===== src/rtl/regfile_alu_engine_pkg.sv =====
// Shared encodings for the register-file / ALU / data-memory engine:
// command kinds, ALU op codes, FSM states and a constant log2 helper.
package regfile_alu_engine_pkg;

  typedef enum logic [1:0] {
    KIND_ALU_RR = 2'd0,
    KIND_ALU_RM = 2'd1,
    KIND_LOAD   = 2'd2,
    KIND_STORE  = 2'd3
  } cmd_kind_e;

  typedef enum logic [2:0] {
    OP_AND = 3'd0,
    OP_OR  = 3'd1,
    OP_XOR = 3'd2,
    OP_NOR = 3'd3,
    OP_ADD = 3'd4,
    OP_SUB = 3'd5,
    OP_SLT = 3'd6,
    OP_SLL = 3'd7
  } alu_op_e;

  typedef enum logic [1:0] {
    ST_IDLE = 2'd0,
    ST_MEM  = 2'd1,
    ST_EXEC = 2'd2,
    ST_WB   = 2'd3
  } state_e;

  // Smallest n with 2**n >= value; usable in parameter expressions.
  function automatic int clog2(input int value);
    int r;
    r = 0;
    for (int i = 0; i < 31; i++) begin
      if ((32'd1 << i) < value) begin
        r = i + 1;
      end else begin
        r = r;
      end
    end
    return r;
  endfunction

endpackage


===== src/rtl/regfile_alu_engine_alu_core.sv =====
// Combinational ALU: logic ops, add/sub with signed overflow, slt and sll.
module alu_core
  import regfile_alu_engine_pkg::*;
#(
  parameter int DATA_W = 32
) (
  input  logic [DATA_W-1:0] a,
  input  logic [DATA_W-1:0] b,
  input  alu_op_e           op,
  output logic [DATA_W-1:0] F,
  output logic              OF,
  output logic              ZF
);

  localparam int SHW = clog2(DATA_W);

  logic [DATA_W-1:0] sum_s;
  logic [DATA_W-1:0] diff_s;

  assign sum_s  = a + b;
  assign diff_s = a - b;

  // Operation select; only add/sub can raise overflow.
  always_comb begin
    F  = {DATA_W{1'b0}};
    OF = 1'b0;
    case (op)
      OP_AND: F = a & b;
      OP_OR:  F = a | b;
      OP_XOR: F = a ^ b;
      OP_NOR: F = ~(a | b);
      OP_ADD: begin
        F  = sum_s;
        OF = (a[DATA_W-1] == b[DATA_W-1]) && (sum_s[DATA_W-1] != a[DATA_W-1]);
      end
      OP_SUB: begin
        F  = diff_s;
        OF = (a[DATA_W-1] != b[DATA_W-1]) && (diff_s[DATA_W-1] != a[DATA_W-1]);
      end
      OP_SLT: F = {{(DATA_W-1){1'b0}}, ($signed(a) < $signed(b))};
      OP_SLL: F = b << a[SHW-1:0];
      default: begin
        F  = {DATA_W{1'b0}};
        OF = 1'b0;
      end
    endcase
  end

  assign ZF = (F == {DATA_W{1'b0}});

endmodule


===== src/rtl/regfile_alu_engine.sv =====
// Sequenced execution engine: one command at a time through IDLE/MEM/EXEC/WB,
// with an inferred register file (r0 hardwired to zero) and local data memory.
module regfile_alu_engine
  import regfile_alu_engine_pkg::*;
#(
  parameter  int DATA_W = 32,
  parameter  int REG_N  = 32,
  parameter  int MEM_AW = 6,
  localparam int RA_W   = clog2(REG_N)
) (
  input  logic              clk,
  input  logic              Reset,
  input  logic              cmd_valid,
  output logic              cmd_ready,
  input  logic [1:0]        cmd_kind,
  input  logic [2:0]        cmd_op,
  input  logic [RA_W-1:0]   cmd_rd,
  input  logic [RA_W-1:0]   cmd_ra,
  input  logic [RA_W-1:0]   cmd_rb,
  input  logic [MEM_AW-1:0] cmd_maddr,
  output logic              done,
  output logic [DATA_W-1:0] result,
  output logic              OF,
  output logic              ZF,
  input  logic [RA_W-1:0]   dbg_addr,
  output logic [DATA_W-1:0] dbg_data
);

  localparam int MEM_D = 2 ** MEM_AW;

  state_e            state_r;
  cmd_kind_e         kind_r;
  alu_op_e           op_r;
  logic [RA_W-1:0]   rd_r;
  logic [RA_W-1:0]   ra_r;
  logic [RA_W-1:0]   rb_r;
  logic [MEM_AW-1:0] maddr_r;
  logic [DATA_W-1:0] mem_data_r;
  logic [DATA_W-1:0] regs_r [REG_N];
  logic [DATA_W-1:0] mem_r  [MEM_D];

  logic              accept_s;
  logic              reg_we_s;
  logic              mem_we_s;
  logic [DATA_W-1:0] opa_s;
  logic [DATA_W-1:0] opb_s;
  logic [DATA_W-1:0] alu_f_s;
  logic              alu_of_s;
  logic              alu_zf_s;
  cmd_kind_e         cmd_kind_s;

  assign cmd_kind_s = cmd_kind_e'(cmd_kind);
  assign cmd_ready  = (state_r == ST_IDLE) && !Reset;
  assign accept_s   = cmd_valid && cmd_ready;

  assign opa_s    = (ra_r == {RA_W{1'b0}}) ? {DATA_W{1'b0}} : regs_r[ra_r];
  assign dbg_data = (dbg_addr == {RA_W{1'b0}}) ? {DATA_W{1'b0}} : regs_r[dbg_addr];

  // Operand B comes from the memory capture for reg-mem ops, else from R[rb].
  always_comb begin
    opb_s = {DATA_W{1'b0}};
    if (kind_r == KIND_ALU_RM) begin
      opb_s = mem_data_r;
    end else if (rb_r != {RA_W{1'b0}}) begin
      opb_s = regs_r[rb_r];
    end else begin
      opb_s = {DATA_W{1'b0}};
    end
  end

  assign reg_we_s = (state_r == ST_WB) && (kind_r != KIND_STORE) &&
                    (rd_r != {RA_W{1'b0}}) && !Reset;
  assign mem_we_s = (state_r == ST_WB) && (kind_r == KIND_STORE) && !Reset;

  alu_core #(.DATA_W(DATA_W)) u_alu (
    .a  (opa_s),
    .b  (opb_s),
    .op (op_r),
    .F  (alu_f_s),
    .OF (alu_of_s),
    .ZF (alu_zf_s)
  );

  // Command sequencer with registered result, flags and done pulse.
  always_ff @(posedge clk) begin
    if (Reset) begin
      state_r <= ST_IDLE;
      kind_r  <= KIND_ALU_RR;
      op_r    <= OP_AND;
      rd_r    <= {RA_W{1'b0}};
      ra_r    <= {RA_W{1'b0}};
      rb_r    <= {RA_W{1'b0}};
      maddr_r <= {MEM_AW{1'b0}};
      result  <= {DATA_W{1'b0}};
      OF      <= 1'b0;
      ZF      <= 1'b0;
      done    <= 1'b0;
    end else begin
      done <= 1'b0;
      case (state_r)
        ST_IDLE: begin
          if (accept_s) begin
            kind_r  <= cmd_kind_s;
            op_r    <= alu_op_e'(cmd_op);
            rd_r    <= cmd_rd;
            ra_r    <= cmd_ra;
            rb_r    <= cmd_rb;
            maddr_r <= cmd_maddr;
            if ((cmd_kind_s == KIND_ALU_RM) || (cmd_kind_s == KIND_LOAD)) begin
              state_r <= ST_MEM;
            end else begin
              state_r <= ST_EXEC;
            end
          end else begin
            state_r <= ST_IDLE;
          end
        end
        ST_MEM: state_r <= ST_EXEC;
        ST_EXEC: begin
          case (kind_r)
            KIND_ALU_RR, KIND_ALU_RM: begin
              result <= alu_f_s;
              OF     <= alu_of_s;
              ZF     <= alu_zf_s;
            end
            KIND_LOAD:  result <= mem_data_r;
            KIND_STORE: result <= opa_s;
            default:    result <= result;
          endcase
          done    <= 1'b1;
          state_r <= ST_WB;
        end
        ST_WB:   state_r <= ST_IDLE;
        default: state_r <= ST_IDLE;
      endcase
    end
  end

  // Register file: cleared on reset, single write port used in WB.
  always_ff @(posedge clk) begin
    if (Reset) begin
      for (int i = 0; i < REG_N; i++) begin
        regs_r[i] <= {DATA_W{1'b0}};
      end
    end else if (reg_we_s) begin
      regs_r[rd_r] <= result;
    end
  end

  // Data memory: contents survive reset; read captured during MEM.
  always_ff @(posedge clk) begin
    if (mem_we_s) begin
      mem_r[maddr_r] <= opa_s;
    end
    if (state_r == ST_MEM) begin
      mem_data_r <= mem_r[maddr_r];
    end
  end

endmodule


===== config.mk =====
export PLATFORM = sky130hd
export DESIGN_NAME = regfile_alu_engine
export DESIGN_NICKNAME = d
export VERILOG_FILES = /design/src/rtl/regfile_alu_engine_pkg.sv /design/src/rtl/regfile_alu_engine_alu_core.sv /design/src/rtl/regfile_alu_engine.sv
export SDC_FILE = /design/constraint.sdc
export NUM_CORES = 2
export LEC_CHECK = 0
export CAP_MARGIN = 20
export CORE_MARGIN = 2
export CORE_UTILIZATION = 45
export DETAILED_ROUTE_END_ITERATION = 10
export DONT_BUFFER_PORTS = 1
export GPL_ROUTABILITY_DRIVEN = 1
export MAX_ROUTING_LAYER = met4
export PLACE_DENSITY = 0.72
export SLEW_MARGIN = 20
export SYNTH_ARGS = -nofsm -noshare
export SYNTH_HDL_FRONTEND = slang
export SYNTH_HIERARCHICAL = 1
export SYNTH_SLANG_ARGS = --single-unit

===== constraint.sdc =====
create_clock -name clk -period 19.14 [get_ports clk]
set_input_delay 5.742 -clock clk [delete_from_list [all_inputs] [get_ports clk]]
set_output_delay 5.742 -clock clk [all_outputs]
set_load 0.03 [all_outputs]

==> results.cfg <==
[power]
p_switching_w = 0.00507
power_frac_comb_pct = 18.2
p_clk_share_pct = 35.9
swShare_pct = 28.6
peakVddDrop_v = 0.0000731
power.leakage_nw = 55.3
p_int_w = 0.0126
power.density_nw_per_um2 = 104
seqPwrFrac_pct = 45.8

[cts]
hold_buffers = 0
h-tree-depth = 5
clkLatencyLatePin_ns = 0.97
cts.clk_slew.worst_paths_ns = 0.06
cts-root-buf = clkbuf_16
clockBufferDepth = 4
cts_tree = built
post-cts-setup-buffers = 0
cts_resized = 0
clock-sinks = 3177
cts_made_buffers = 320

[yosys]
yosysMostFrequentCell = edfxtp_1
async_flop_share_pct = 0
synth_top_area_cell = edfxtp_1
synthSimpleGateAreaFrac_pct = 7.61
synth_compound_area_share_pct = 7.13
netlist.area_leader.share_pct = 60.7
syn_area_um2 = 154000
synth_xor_area_share_pct = 0.137
synth_fa_ha_area_share_pct = 0.898
syn_avg_cell_area_um2 = 16.1
synth_cell_types = 121
synth_common_cells = 3104 x edfxtp_1, 1058 x mux4_2, 1006 x and2_1
synthFlopType = edfxtp_1
synth.area.top_cells = edfxtp_1 61%, mux4_2 16%, and2_1 4.1%, mux2i_1 2.1%, a221oi_1 1.3%
synth_top_family_by_area = multiplexers
synth.area.mux_share_pct = 19.6
synthCells = 9526
synth_edf_count = 3104
ys_ff_latch = 3177
yosysSeqAreaShare_pct = 61.6
ys_warn_count = 6

[routing]
viasPerCell = 6.99
routed_wl_mm = 538
drc_errors = 0
vias = 99500
dr.pass1.iters = 9
antenna_left = 0
routedWlPerCell_um = 37.8
drt-initial-drc-count = 18300

[global_routing]
antenna_found_initial = 47
grt_max_degree = 258
grt_pass1_wl_mm = 745
grt.overflow.total = 0
grt_pass1_vias = 94800
grtUsageTotal_pct = 31.4

[worst_setup_path]
crit_arrival_ns = 7.80
cp-startpoint = dbg_addr[0]
cp-start-kind = primary input
reg2regPathDepth = 25
worstSetupEndpointType = output pin
crit_type = in2out
r2r-end = result[29]$_SDFFE_PP0P_
crit_fanout = 257
cp.required_ns = 13.40
cp-endpoint = dbg_data[27]
rrSetupSlack_ns = 9.43

[die]
dieArea_um2 = 346000
die_y_um = 588
initial_core_util_pct = 45.2
ios = 102
fp.coreArea_um2 = 340000
rows = 214
die_w_um = 588

[timing]
rsz0062_at_grt = no
fmax_mhz = 73.9
final.period_utilization_pct = 70.7
tightest_slew_ns = 1.38
fin_skew_ns = 0.111
fin_tns_setup_ns = 0
slew_headroom_pct = 7.00
finalCriticalPeriod_ns = 13.54
final_hold_viol_count = 0
finalMaxSlewViolations = 0
finalSetupViolCount = 0

[min_path]
min_path_type = reg2reg

[status]
outcome = finished, final reports clean

[placed_design]
placed_area_um2 = 159000
place.detailed.hpwl_mm = 321
place.gp.congestion = 0.995
port_buffers = 0

[final_layout]
stdcell_area_um2 = 170000
drive_gt1_share_pct = 23.7
nets = 9548
fillers = 27100
area_growth_pct = 10.6

[job]
maxCapViolations = 0
## area by class of cell
class                           instances  area [um^2]  share of cell area (%)
Clock inverter                        170         1770                    1.04
Sequential cell                      3177        94700                    55.8
Multi-Input combinational cell       5378        55400                    32.6
Antenna cell                           35         87.6                  0.0516
Inverter                              151          591                   0.348
Clock buffer                          415         8680                    5.11
Timing Repair Buffer                  377         2920                    1.72
Tap cell                             4536         5680                    3.34
## power groups by stage
stage | combinational (W) | clock, W | sequential [W]
2_1_floorplan | 0.00191 | 0 | 0.00821
3_3_place_gp | 0.00303 | 0 | 0.00824
3_5_place_dp | 0.00308 | 0 | 0.00825
4_1_cts | 0.00309 | 0.00636 | 0.00810
5_1_grt | 0.00328 | 0.00662 | 0.00811
6_report | 0.00322 | 0.00636 | 0.00811
## metal layers
layer | track usage (%) | vias up | share of wire (%)
met4 | 19.8 | 0 | 7.8
li1 | - | 38200 | -
met1 | 39.6 | 50500 | 33
met3 | 8.89 | 1778 | 15
met2 | 44.6 | 9057 | 44
met5 | - | - | 0
## cells by family after synthesis
group	after synthesis
AO/OA/AOI/OAI	1528
XOR/XNOR	24
adder cells (fa/ha/maj)	109
buffers and inverters	1002
flip-flops	3177
multiplexers	1602
other	1
AND/OR/NAND/NOR	2083
## through the flow
stage                     utilization (%)  setup WS, ns  instances  hold slack, ns  power, W
final                                50.0          5.60      14200           0.501    0.0177
after CTS                            50.0          5.92      14200           0.494    0.0175
after global routing                 50.0          5.76      14200           0.518    0.0180
after detailed placement             46.9          5.92      13600           0.483    0.0113
after floorplan                         -          5.68       9557           0.462    0.0101
after global placement               46.9          5.93      13600           0.475    0.0113
## worst min path at each step
stage / startpoint / endpoint / cells past startpoint / slack [ns]
CTS: op_r[2]$_SDFFE_PP0N_ / op_r[2]$_SDFFE_PP0N_ / 2 / 0.49
floorplan: op_r[0]$_SDFFE_PP0N_ / op_r[0]$_SDFFE_PP0N_ / 2 / 0.46
detailed placement: op_r[2]$_SDFFE_PP0N_ / op_r[2]$_SDFFE_PP0N_ / 2 / 0.48
global placement: op_r[2]$_SDFFE_PP0N_ / op_r[2]$_SDFFE_PP0N_ / 2 / 0.47
finish: op_r[2]$_SDFFE_PP0N_ / op_r[2]$_SDFFE_PP0N_ / 2 / 0.50
global route: op_r[2]$_SDFFE_PP0N_ / op_r[2]$_SDFFE_PP0N_ / 2 / 0.52
## worst max-delay path, cell delays in order
cell     delay [ns]
mux4_2         0.73
mux4_2         0.48
inv_1          0.19
o21ai_1        0.27
## placed cells by master, fill, tap and decap left out, types with 77 or more instances in the layout
cell / instances
edfxtp_1: 3104
mux4_2: 1058
and2_1: 1003
buf_4: 368
clkbuf_16: 332
mux2i_1: 323
nand2_1: 291
a221oi_1: 235
a21oi_1: 215
o22ai_1: 190
a22oi_1: 172
nor2_1: 166
o21ai_0: 154
inv_1: 141
mux2_2: 124
ha_1: 106
nor2b_1: 81
nor2_4: 80
clkbuf_1: 77
## flip-flops by register name, summed over array words and instances (netlist names), named ones only
| register | flops |
|---|---|
| regs_r | 1024 |
| ZF | 1 |
| mem_r | 2048 |
| op_r | 3 |
| rd_r | 5 |
| mem_data_r | 32 |
| maddr_r | 6 |
| rb_r | 5 |
| result | 32 |
| done | 1 |
| ra_r | 5 |
| OF | 1 |
| kind_r | 2 |
| state_r | 2 |
No activity file was read; power rests on OpenSTA's default activity.
